--- config.mk ---
export PLATFORM = sky130hd
export DESIGN_NAME = sample_history
export DESIGN_NICKNAME = d
export VERILOG_FILES = /design/src/rtl/sample_history.sv
export SDC_FILE = /design/constraint.sdc
export NUM_CORES = 1
export LEC_CHECK = 0
export BUFFER_PORTS_ARGS = -buffer_cell sky130_fd_sc_hd__buf_4
export CELL_PAD_IN_SITES_DETAIL_PLACEMENT = 0
export CELL_PAD_IN_SITES_GLOBAL_PLACEMENT = 1
export CORE_MARGIN = 5
export CORE_UTILIZATION = 44
export CTS_BUF_LIST = sky130_fd_sc_hd__clkbuf_8
export DETAILED_ROUTE_END_ITERATION = 6
export HOLD_SLACK_MARGIN = 0.12
export PLACE_DENSITY = 0.86
export SYNTH_ARGS = -nofsm -noshare
export SYNTH_HDL_FRONTEND = slang
export SYNTH_SLANG_ARGS = --single-unit
--- constraint.sdc ---
create_clock -name clk -period 1.8 [get_ports clk]
set_input_delay 0.18 -clock clk [delete_from_list [all_inputs] [get_ports clk]]
set_output_delay 0.18 -clock clk [all_outputs]
set_load 0.03 [all_outputs]
--- src/rtl/sample_history.sv ---
// Upstream sampler for the change block: synchronizes din, samples it on a prescaled tick
// into a 3-deep history C, and qualifies that history with valid/stable/level/edge/run outputs.
module sample_history #(
    parameter int PRESCALE = 4,
    parameter int CNT_W    = 8
) (
    input  logic             clk,
    input  logic             reset,
    input  logic             en,
    input  logic             din,
    output logic [2:0]       C,
    output logic             valid,
    output logic             stable,
    output logic             level,
    output logic             rise,
    output logic             fall,
    output logic [CNT_W-1:0] run_cnt
);

    localparam int PW = (PRESCALE > 1) ? $clog2(PRESCALE) : 1;

    typedef enum logic [1:0] {IDLE, FILL, TRACK} state_t;

    state_t          state;
    logic            sync1, din_s;
    logic [PW-1:0]   pcnt;
    logic [1:0]      fill;
    logic            level_d;
    logic            tick;
    logic            track_tick;
    logic [2:0]      c_next;
    logic            c_next_stable;

    // NOTE: every variable assigned in always_comb gets a value on every path, so no latches.
    always_comb begin
        tick          = en && (pcnt == PW'(PRESCALE - 1));
        c_next        = {C[1:0], din_s};
        c_next_stable = (c_next == 3'b000) || (c_next == 3'b111);
        // A tick counts as a TRACK tick both in TRACK and on the tick that completes the fill.
        track_tick    = tick && ((state == TRACK) || (fill == 2'd2));
    end

    // NOTE: sequential state uses non-blocking assignments so every flop sees pre-edge values.
    always_ff @(posedge clk or posedge reset) begin
        if (reset) begin
            sync1 <= 1'b0;
            din_s <= 1'b0;
        end else begin
            sync1 <= din;
            din_s <= sync1;
        end
    end

    always_ff @(posedge clk or posedge reset) begin
        if (reset)
            pcnt <= '0;
        else if (!en || tick)
            pcnt <= '0;
        else
            pcnt <= pcnt + PW'(1);
    end

    always_ff @(posedge clk or posedge reset) begin
        if (reset) begin
            state   <= IDLE;
            C       <= 3'b000;
            fill    <= 2'd0;
            valid   <= 1'b0;
            stable  <= 1'b0;
            level   <= 1'b0;
            level_d <= 1'b0;
            rise    <= 1'b0;
            fall    <= 1'b0;
            run_cnt <= '0;
        end else begin
            // Edge pulses trail the level change by one cycle and are mutually exclusive.
            level_d <= level;
            rise    <= level & ~level_d;
            fall    <= ~level & level_d;

            if (!en) begin
                state   <= IDLE;
                fill    <= 2'd0;
                valid   <= 1'b0;
                stable  <= 1'b0;
                run_cnt <= '0;
            end else begin
                if (tick)
                    C <= c_next;

                unique case (state)
                    IDLE, FILL: begin
                        state <= FILL;
                        if (tick) begin
                            fill <= fill + 2'd1;
                            if (fill == 2'd2) begin
                                state <= TRACK;
                                valid <= 1'b1;
                            end
                        end
                    end
                    TRACK: state <= TRACK;
                    default: state <= IDLE;
                endcase

                if (track_tick) begin
                    stable <= c_next_stable;
                    if (!c_next_stable)
                        run_cnt <= '0;
                    else if (run_cnt != {CNT_W{1'b1}})
                        run_cnt <= run_cnt + CNT_W'(1);
                    if (c_next_stable && (c_next[0] != level))
                        level <= c_next[0];
                end
            end
        end
    end

endmodule

* Word-level counts from Yosys, hierarchy flattened *
Cells that the tools add are included.

cells by class
  add/sub/neg operators = 3
  bitwise logic cells = 4
  reduce and logical (&&, ||, !) cells = 15
  equality and inequality tests = 12
  multiplexer cells = 18

operator list
  kind                 number
  $mux 8               4
  $mux 2               7
  $add 8x1->8 const B  1
  $ne 2x1->1 const B   4
  $ne 8x8->1 const B   1
  $eq 2x2->1 const B   3
  $mux 1               6
  $reduce_and 2->1     3
  $reduce_and 3->1     2
  $add 2x1->2 const B  2
  $pmux 2 s2           1
  $eq 3x3->1 const B   1
  $logic_and 1x1->1    3
  $logic_not 3->1      1
  $logic_or 1x1->1     3
  $ne 3x2->1 const B   1
  $and 1x1->1          2
  $eq 2x1->1 const B   1
  $logic_not 2->1      1
  $not 1->1            2
  $reduce_or 2->1      1
  $logic_not 1->1      1
  $ne 1x1->1           1

storage, ports and cells
  bits in registers = 25
  output and inout bits = 16
  bits of input ports = 4

* Longest topological paths before layout *
Gate-level depths: netlist of the first run.

  depth in word-level cells = 5
  gate-level depth with buffers = 7

* Worst setup path before layout of the first run *
Ideal clock, no wire load.

  path kind = reg-to-reg
  start = register run_cnt[0]
  end = register run_cnt[2]
  path buffers = 0
  stages on the path, launching flop included = 6
  data required time = 1713 ps
  arrival = 1597 ps
  clock period less this slack = 1684 ps
  path slack = 116 ps
  setup time = 87 ps
  path through = dfrtp_1 ha_1 nand4_1 or2_2 and3_1 o22ai_1

on the way
  cells in the longest elaborated chain, start to end = 5
  elaborated cells between the ends (all ways) = 8
  classes of those cells = 1 x add/sub; 2 x eq/ne; 4 x mux; 1 x reduce/logical

ends and longest elaborated chain
  what                    RTL line  RTL
  from (decl)             17        output logic [CNT_W-1:0] run_cnt
  from (signal assigned)  111       run_cnt <= run_cnt + CNT_W'(1);
  $add 8x1->8             111
  $mux 8                  110       else if (run_cnt != {CNT_W{1'b1}})
  $mux 8                  108       if (!c_next_stable)
  $mux 8                  106       if (track_tick) begin
  $mux 8                  81        if (!en) begin

Several ways; a longest one is shown, not always the timed one. The select of a mux whose other input is x is not followed.
A chain may end at the register's enable or synchronous reset.

* Worst setup path in the final report of the first run *
Ends and elaborated chain as after synthesis.

==> results.py, run 1 <==
metrics = {
    "outcome": {
        "status": "finished clean",
    },
    "clocking": {
        "clockBufferDepth": 2,
        "clock_sinks": 25,
        "htree_num_levels": 1,
        "cts_inserted_buffers": 3,
        "insertion_delay_ps": 260,
        "ctsResizeCount": 0,
        "cts_tree": "yes",
        "cts_root_buffer": "clkbuf_8",
        "clk_pin_slew_ps": 80,
    },
    "sta": {
        "fmax_ghz": 0.590,
        "final.setup.worst_slack_ps": 104,
        "fin_crit_sh": 0.942,
        "worstMarginPinSlew_ps": 427,
        "slew_viol_final": 0,
        "max_slew_margin": 0.716,
        "rsz0062_at_grt": "false",
        "period_minus_slack_ps": 1700,
        "worst_clock_skew_ps": 1.55,
        "finalSetupViolCount": 0,
        "hold_violations": 0,
        "fin_tns_setup_ps": 0,
    },
    "drt": {
        "dr.pass1.iters": 4,
        "wl_per_cell_um": 14.2,
        "drc": 0,
        "viasPerCell": 5.64,
        "wirelength_um": 2270,
        "ant_nets": 0,
        "drtIter0Drc": 38,
        "vias": 903,
    },
    "critical_path": {
        "start_kind": "flop",
        "cp.required_ps": 1980,
        "endpoint_kind": "flop",
        "path_class": "reg2reg",
        "critPathArrivalTime_ps": 1880,
        "cp_max_fo": 5,
    },
    "synthesis": {
        "synth.avg_cell_area_sq_um": 11.1,
        "async_flop_share": 1.00,
        "netlist-cell-type-count": 36,
        "synth-main-ff-cell": "dfrtp_1",
        "synth_seq_cells": 25,
        "synth.top_cell.area_share": 0.548,
        "yosysTopAreaCell": "dfrtp_1",
        "ys_top_cells_by_area": "dfrtp_1, a21oi_1, ha_1, mux2_2, and3_1",
        "synth_most_common_cell": "dfrtp_1",
        "synth_edf_count": 0,
        "synthCells": 103,
        "synth_fp_nets": 110,
        "seq_area_frac_synth": 0.548,
        "synth_warnings": 0,
        "syn-cell-area_sq_um": 1140,
        "synthTopCellsByCount": "dfrtp_1, a21oi_1, inv_1, nand3_1, nor2_1",
    },
    "placement": {
        "port_buffers": 19,
        "routabilityCongestion": 0.830,
        "dp_worst_setup_slack_ps": 136,
        "place_hpwl_um": 1730,
    },
    "global_route": {
        "grt_overflow_total": 0,
        "grt_pass1_vias": 938,
        "grt_pass1_wl_um": 4020,
        "antenna_found_initial": 0,
        "grt_max_degree": 26,
        "grt_usage": 0.144,
    },
    "die": {
        "die_x_um": 60.9,
        "top_level_ports": 20,
        "fp.dieH_um": 60.9,
        "fp.coreArea_sq_um": 2480,
        "start_util": 0.461,
        "rows": 18,
        "dieArea_sq_um": 3710,
    },
    "job": {
        "maxCapViolCount": 0,
    },
    "pwr": {
        "clkPwrFrac": 0.274,
        "p_sw_w": 0.000341,
        "p_seq_frac": 0.540,
        "p_leak_nw": 0.677,
        "pwr-share-comb": 0.186,
        "p_int_w": 0.000848,
        "cellPowerDensity_nw_per_um2": 846,
        "switching_share": 0.287,
        "ir_drop_uv": 791,
    },
    "layout": {
        "antenna_cells": 0,
        "drive_gt1_frac": 0.262,
        "syn2layout_area_growth_pct": 23.2,
        "nets": 138,
    },
    "worst_hold_path": {
        "hold_path_class": "in2reg",
    },
}
area by class of cell:
class / instances / area (sq um)
clock buffer: 3 / 41.3
clock inverter: 1 / 5.00
fill: 225 / 1070
inverter: 6 / 22.5
multi-input combinational: 71 / 489
sequential: 25 / 626
tap: 30 / 37.5
timing repair buffer: 24 / 185
cells in the final DEF, fill, tap and decap left out, drive strengths merged, types with 2 or more instances in the layout:
master,Yosys,final
o21ai,2,2
mux2,3,3
dlygate4sd3,0,2
o31ai,2,2
nor2b,5,5
buf,0,22
a31oi,3,3
nor2,6,6
nand2,5,5
a41oi,2,2
and3,5,5
nor3,2,2
clkbuf,1,3
ha,3,3
a21oi,8,8
inv,6,6
dfrtp,25,25
nand3,6,6
critical path: stages (launching register included):
cell     delay [ps]
dfrtp_1         430
ha_1            250
nand4_1         180
or2_2           380
and3_1          200
o22ai_1         180
what timing repair did:
action / in CTS / in global routing
hold buffers: 2 / 0
setup buffers: 0 / 0
hold endpoints to repair: 26 / 0
layer usage:
metal,wire [um],global-route usage,vias to the layer above
met5,0,0,-
met4,30,0.0526,0
met3,102,0.0277,5
met2,1120,0.260,18
met1,1020,0.170,442
li1,-,-,438
cell families after synthesis:
| family | share of synthesized area |
|---|---|
| AO/OA/AOI/OAI | 0.173 |
| XOR/XNOR | 0.00768 |
| adder cells (fa/ha/maj) | 0.0329 |
| buffers and inverters | 0.0230 |
| flip-flops | 0.548 |
| multiplexers | 0.0384 |
| AND/OR/NAND/NOR | 0.177 |
sequential cells by signal, indices dropped and copies added (netlist names):
signal and cells:
fall 1, state 2, valid 1, C 3, stable 1, pcnt 2, din_s 1, run_cnt 8
rise 1, fill 2, sync1 1, level_d 1, level 1
per-stage QoR:
stage / utilization / instance area, sq um / hold slack [ps] / std cells / total power (W)
after detailed placement: 0.541 / 1340 / 259 / 154 / 0.000873
after global placement: 0.541 / 1340 / 248 / 154 / 0.000866
after global routing: 0.568 / 1410 / 254 / 160 / 0.00126
final: 0.568 / 1410 / 221 / 160 / 0.00119
after CTS: 0.568 / 1410 / 219 / 160 / 0.00121
after floorplan: - / 1140 / 207 / 103 / 0.000789
power groups by stage:
stage                     registers, W  clock network, W  logic [W]
after floorplan               0.000697                 0  0.0000920
after global placement        0.000647                 0   0.000219
after detailed placement      0.000653                 0   0.000220
after CTS                     0.000642          0.000339   0.000225
after global routing          0.000652          0.000362   0.000243
final                         0.000642          0.000326   0.000222
worst paths after layout:
kind	cells past startpoint	slack [ps]	start	endpoint
hold reg to reg	0	350	sync1$_DFF_PP0_	din_s$_DFF_PP0_
setup reg to reg	5	100	run_cnt[0]$_DFFE_PP0P_	run_cnt[2]$_DFFE_PP0P_
hold / removal	3	220	en	run_cnt[3]$_DFFE_PP0P_
max in group asynchronous	4	1050	reset	run_cnt[1]$_DFFE_PP0P_
setup / recovery	5	100	run_cnt[0]$_DFFE_PP0P_	run_cnt[2]$_DFFE_PP0P_
min in group asynchronous	4	510	reset	run_cnt[7]$_DFFE_PP0P_
Note: power is estimated with default switching activity, not from simulation.
==> run 2: changes to the inputs <==
==> config.mk (replaced) <==
export PLATFORM = sky130hd
export DESIGN_NAME = sample_history
export DESIGN_NICKNAME = d
export VERILOG_FILES = /design/src/rtl/sample_history.sv
export SDC_FILE = /design/constraint.sdc
export NUM_CORES = 1
export LEC_CHECK = 0
export BUFFER_PORTS_ARGS = -buffer_cell sky130_fd_sc_hd__buf_4
export CORE_MARGIN = 5
export CORE_UTILIZATION = 56
export CTS_BUF_LIST = sky130_fd_sc_hd__clkbuf_8
export DETAILED_ROUTE_END_ITERATION = 6
export HOLD_SLACK_MARGIN = 0.12
export PLACE_DENSITY_LB_ADDON = 0.05
export SYNTH_ARGS = -nofsm -noshare
export SYNTH_HDL_FRONTEND = slang
export SYNTH_SLANG_ARGS = --single-unit
==> run 2 against run 1 <==
Effect of this change: clock skew is 0.87 ps higher; die area decreased by 18%; utilization up 15 points; register-to-register slack worse by 20 ps; clock power is 2% lower; first-iteration DRC count down 71%; maximum frequency is 0.97% lower; non-clock buffer count unchanged; worst setup slack worse by 17 ps; routed wire length up 0.13%; critical path type unchanged; critical endpoint is now run_cnt[1]$_DFFE_PP0P_; largest power group unchanged.
==> results.py, run 2 (same netlist as run 1, synthesis figures left out) <==
metrics = {
    "placement": {
        "place_hpwl_um": 1690,
        "dpl_cell_area_sq_um": 1340,
        "port_buffers": 19,
        "dp_cells": 151,
        "routabilityCongestion": 0.898,
        "dp_worst_setup_slack_ps": 131,
    },
    "critical_path": {
        "slowest_stage": "dfrtp_1",
        "crit_top_cell": "inv_1",
        "cp_max_fo": 5,
        "crit_path_max_incr_delay_ps": 390,
        "path_cells": "inv_1, ha_1, inv_1, a31oi_1, a21bo_2, a32o_1",
        "cp.required_ps": 1960,
        "endpoint_kind": "flop",
        "path_class": "reg2reg",
        "critPathArrivalTime_ps": 1870,
        "start_kind": "flop",
    },
    "sta": {
        "max_slew_margin": 0.747,
        "slew_viol_final": 0,
        "finalSetupViolCount": 0,
        "worst_clock_skew_ps": 2.42,
        "worstMarginPinSlew_ps": 380,
        "hold_violations": 0,
        "fmax_ghz": 0.584,
        "final.setup.worst_slack_ps": 87.5,
        "fin_crit_sh": 0.951,
        "rsz0062_at_grt": "false",
        "fin_tns_setup_ps": 0,
        "period_minus_slack_ps": 1710,
    },
    "pwr": {
        "p_int_w": 0.000849,
        "switching_share": 0.285,
        "pwr-share-comb": 0.189,
        "clkPwrFrac": 0.270,
        "p_seq_frac": 0.541,
        "cellPowerDensity_nw_per_um2": 842,
        "ir_drop_uv": 840,
        "p_sw_w": 0.000338,
        "p_leak_nw": 0.677,
    },
    "drt": {
        "dr.pass1.iters": 5,
        "viasPerCell": 5.84,
        "drtIter0Drc": 11,
        "wirelength_um": 2270,
        "wl_per_cell_um": 14.5,
        "drc": 0,
        "ant_nets": 0,
        "vias": 917,
    },
    "global_route": {
        "grt_usage": 0.186,
        "use_met2": 0.331,
        "antenna_found_initial": 0,
        "top_usage_layer": "met2",
        "met1_usage": 0.210,
        "met3_usage": 0.0268,
        "grt_pass1_wl_um": 3970,
        "grt_pass1_vias": 924,
        "grt_max_degree": 26,
        "grt_overflow_total": 0,
    },
    "die": {
        "rows": 16,
        "start_util": 0.582,
        "top_level_ports": 20,
        "dieArea_sq_um": 3040,
        "fp.coreArea_sq_um": 1960,
        "fp.dieH_um": 55.1,
        "die_x_um": 55.1,
    },
    "layout": {
        "final_common_cell": "dfrtp_1",
        "top_register": "run_cnt",
        "syn2layout_area_growth_pct": 23.5,
        "n_fill_cell": 168,
        "final_cell_mix": "dfrtp_1, buf_4, a21oi_1",
        "antenna_cells": 0,
        "largest_reg_flops": 8,
        "nets": 138,
        "reg_top3": "run_cnt (8), C (3)",
        "finalInstanceArea_sq_um": 1410,
        "drive_gt1_frac": 0.269,
        "final_cell_count_no_fill": 157,
    },
    "outcome": {
        "status": "finished clean",
    },
    "clocking": {
        "clockBufferDepth": 2,
        "cts_root_buffer": "clkbuf_8",
        "clock_sinks": 25,
        "cts_inserted_buffers": 3,
        "clk_pin_slew_ps": 80,
        "htree_num_levels": 1,
        "cts_tree": "yes",
        "insertion_delay_ps": 260,
    },
    "worst_hold_path": {
        "hold_path_class": "in2reg",
    },
    "job": {
        "maxCapViolCount": 0,
    },
}
run 2: cell count changes in the layout (fill, tap and decap cells not counted):
cell / before / now
a221oi_1: 1 / 0
a221oi_2: 0 / 1
run 2: area by class of cell:
| type | instances | area [sq um] | area share |
|---|---|---|---|
| flip-flops and latches | 25 | 626 | 0.444 |
| multi-input cells | 71 | 495 | 0.352 |
| repair buffers | 24 | 185 | 0.131 |
| clock buffers | 3 | 41.3 | 0.0293 |
| well taps | 27 | 33.8 | 0.0240 |
| inverters | 6 | 22.5 | 0.0160 |
| clock inverters | 1 | 5.00 | 0.00355 |
run 2: worst paths after layout:
check	start	to	slack (ps)	depth (start not counted)
max in group asynchronous	reset	run_cnt[4]$_DFFE_PP0P_	1040	4
hold / removal	en	run_cnt[3]$_DFFE_PP0P_	220	3
min in group asynchronous	reset	rise$_DFF_PP0_	530	4
hold reg to reg	sync1$_DFF_PP0_	din_s$_DFF_PP0_	370	0
setup reg to reg	fill[0]$_DFFE_PP0P_	run_cnt[1]$_DFFE_PP0P_	90	6
setup / recovery	fill[0]$_DFFE_PP0P_	run_cnt[1]$_DFFE_PP0P_	90	6
run 2: through the flow:
step	utilization	hold slack, ps	total power (W)
finish	0.718	219	0.00119
global route	0.718	232	0.00126
CTS	0.715	216	0.00121
detailed placement	0.681	257	0.000872
global placement	0.681	248	0.000866
floorplan	-	207	0.000789
run 2: per-layer routing:
metal,wire (um),share of wire,vias to the layer above
li1,-,-,441
met1,937,0.41,435
met2,1150,0.51,33
met3,115,0.051,8
met4,68,0.030,0
met5,0,0,-
run 2: power by group through the flow:
stage	Sequential, W	Clock (W)	Combinational (W)
2_1_floorplan	0.000697	0	0.0000920
3_3_place_gp	0.000648	0	0.000218
3_5_place_dp	0.000651	0	0.000221
4_1_cts	0.000641	0.000339	0.000226
5_1_grt	0.000649	0.000360	0.000245
6_report	0.000642	0.000320	0.000225
run 2: critical path: cells and delay by family (launching register included):
| family | cells | cell delay (ps) |
|---|---|---|
| adder cells (fa/ha/maj) | 1 | 260 |
| flip-flops | 1 | 390 |
| AO/OA/AOI/OAI | 3 | 760 |
| buffers and inverters | 2 | 210 |
run 2: timing repair:
item	4_1_cts	5_1_grt
gates resized for setup	0	1
hold endpoints to repair	26	0
setup buffers	0	0
setup endpoints to repair	0	1
hold buffers	2	0
==> run 3: changes to the inputs <==
==> constraint.sdc (replaced) <==
create_clock -name clk -period 1.95 [get_ports clk]
set_input_delay 0.195 -clock clk [delete_from_list [all_inputs] [get_ports clk]]
set_output_delay 0.195 -clock clk [all_outputs]
set_load 0.03 [all_outputs]
==> run 3 against run 2 <==
Effect of this change: non-clock buffer count is the same; final area shrank 0.44%; global-route usage fell by 0.95 points; power decreased by 7.5%; sequential share of layout area grew 0.20 points; hold slack better by 3.0 ps; combinational power decreased by 9.3%; clock skew increased by 2.5 ps; utilization down 0.32 points; critical endpoint unchanged; register-to-register slack better by 150 ps.
==> results.py, run 3 (same netlist as run 1, synthesis figures left out) <==
metrics = {
    "outcome": {
        "status": "finished clean",
    },
    "sta": {
        "fin_crit_sh": 0.877,
        "hold_violations": 0,
        "worst_clock_skew_ps": 4.93,
        "finalSetupViolCount": 0,
        "rsz0062_at_grt": "false",
        "max_slew_margin": 0.708,
        "final.setup.worst_slack_ps": 240,
        "fin_tns_setup_ps": 0,
        "slew_viol_final": 0,
        "worstMarginPinSlew_ps": 437,
        "fmax_ghz": 0.585,
        "period_minus_slack_ps": 1710,
        "fin_hold_ws_ps": 222,
    },
    "global_route": {
        "antenna_found_initial": 0,
        "grt_pass1_vias": 861,
        "grt_overflow_total": 0,
        "grt_pass1_wl_um": 3720,
        "grt_usage": 0.177,
        "grt_max_degree": 26,
    },
    "critical_path": {
        "crit_buf_inv": 2,
        "critPathArrivalTime_ps": 1870,
        "r2r-end": "run_cnt[1]$_DFFE_PP0P_",
        "regToRegSetupSlack_ps": 240,
        "worstReg2RegStart": "fill[0]$_DFFE_PP0P_",
        "crit_family": "compound AO/OA/AOI/OAI gates",
        "start_kind": "flop",
        "crit_top_cell": "inv_1",
        "cp_max_fo": 5,
        "path_cells": "inv_1, ha_1, inv_1, a31oi_1, a21bo_2, a32o_1",
        "cp.required_ps": 2110,
        "path_class": "reg2reg",
        "crit_path_max_incr_delay_ps": 400,
        "endpoint_kind": "flop",
        "slowest_stage": "dfrtp_1",
        "reg2reg_depth": 6,
    },
    "drt": {
        "wl_met1_um": 912,
        "ant_nets": 0,
        "vias": 893,
        "top_layer": "met4",
        "wirelength_um": 2180,
        "viasPerCell": 5.69,
        "route.met3.wl_um": 87,
        "dr.pass1.iters": 4,
        "drtIter0Drc": 4,
        "drc": 0,
        "wl_met2_um": 1090,
        "wl_per_cell_um": 13.9,
    },
    "placement": {
        "dp_worst_setup_slack_ps": 251,
        "dp_cells": 151,
        "routabilityCongestion": 0.882,
        "place_hpwl_um": 1670,
        "port_buffers": 19,
    },
    "layout": {
        "n_fill_cell": 158,
        "drive_gt1_frac": 0.262,
        "post-route-util": 0.715,
        "antenna_cells": 0,
        "final_cell_mix": "dfrtp_1, buf_4, a21oi_1",
        "top_register": "run_cnt",
        "reg_top3": "run_cnt (8), C (3)",
        "syn2layout_area_growth_pct": 22.9,
        "nets": 138,
        "final_common_cell": "dfrtp_1",
        "final_cell_count_no_fill": 157,
        "largest_reg_flops": 8,
    },
    "worst_hold_path": {
        "min_to": "run_cnt[3]$_DFFE_PP0P_",
        "hp-start": "en",
        "hold_path_class": "in2reg",
        "min_path_cells": 3,
    },
    "clocking": {
        "clk_pin_slew_ps": 80,
        "cts_root_buffer": "clkbuf_8",
        "post-cts-setup-buffers": 0,
        "cts_tree": "yes",
        "clockBufferDepth": 2,
        "cts_inserted_buffers": 3,
        "htree_num_levels": 1,
        "clock_sinks": 25,
        "insertion_delay_ps": 270,
    },
    "die": {
        "top_level_ports": 20,
        "fp.dieH_um": 55.1,
        "start_util": 0.582,
        "fp.coreArea_sq_um": 1960,
        "dieArea_sq_um": 3040,
        "rows": 16,
        "die_x_um": 55.1,
    },
    "pwr": {
        "ir_drop_uv": 772,
        "cellPowerDensity_nw_per_um2": 783,
        "p_leak_nw": 0.677,
    },
    "job": {
        "maxCapViolCount": 0,
    },
}
## run 3: metrics by stage
step	power [W]	instance area, sq um
floorplan	0.000729	1140
global placement	0.000799	1340
detailed placement	0.000806	1340
CTS	0.00111	1400
global route	0.00116	1400
finish	0.00110	1400
## run 3: what timing repair did
item / 4_1_cts / 5_1_grt
resized for setup: 0 / 0
hold buffers: 2 / 0
endpoints found under the hold margin: 26 / 0
## run 3: how the worst max path moves through the flow
stage / depth (start not counted) / end / slack [ps] / from
4_1_cts: 6 / run_cnt[1]$_DFFE_PP0P_ / 240 / fill[0]$_DFFE_PP0P_
3_3_place_gp: 6 / run_cnt[1]$_DFFE_PP0P_ / 320 / fill[0]$_DFFE_PP0P_
3_5_place_dp: 6 / run_cnt[1]$_DFFE_PP0P_ / 250 / fill[0]$_DFFE_PP0P_
6_report: 6 / run_cnt[1]$_DFFE_PP0P_ / 240 / fill[0]$_DFFE_PP0P_
5_1_grt: 6 / run_cnt[1]$_DFFE_PP0P_ / 140 / fill[0]$_DFFE_PP0P_
2_1_floorplan: 5 / run_cnt[2]$_DFFE_PP0P_ / 270 / run_cnt[0]$_DFFE_PP0P_
## run 3: report_power, final
group          switching, W  internal [W]
combinational      0.000116     0.0000879
clock              0.000159      0.000143
sequential        0.0000396      0.000552
## run 3: layout make-up
class,instances,area (sq um),share of cell area
clock inverter,1,5.00,0.00357
inverter,6,22.5,0.0161
timing repair buffer,24,185,0.132
multi-input combinational,71,489,0.349
tap,27,33.8,0.0241
sequential,25,626,0.446
clock buffer,3,41.3,0.0294
## run 3: per-layer routing
layer | vias up | GRT usage
met5 | - | 0
met4 | 0 | 0.126
met3 | 9 | 0.0322
met2 | 18 | 0.301
met1 | 427 | 0.197
li1 | 439 | -
## run 3: worst register-to-register path, stage by stage (launching register included)
cell	delay, ps
dfrtp_1	400
inv_1	60
ha_1	240
inv_1	130
a31oi_1	310
a21bo_2	280
a32o_1	200
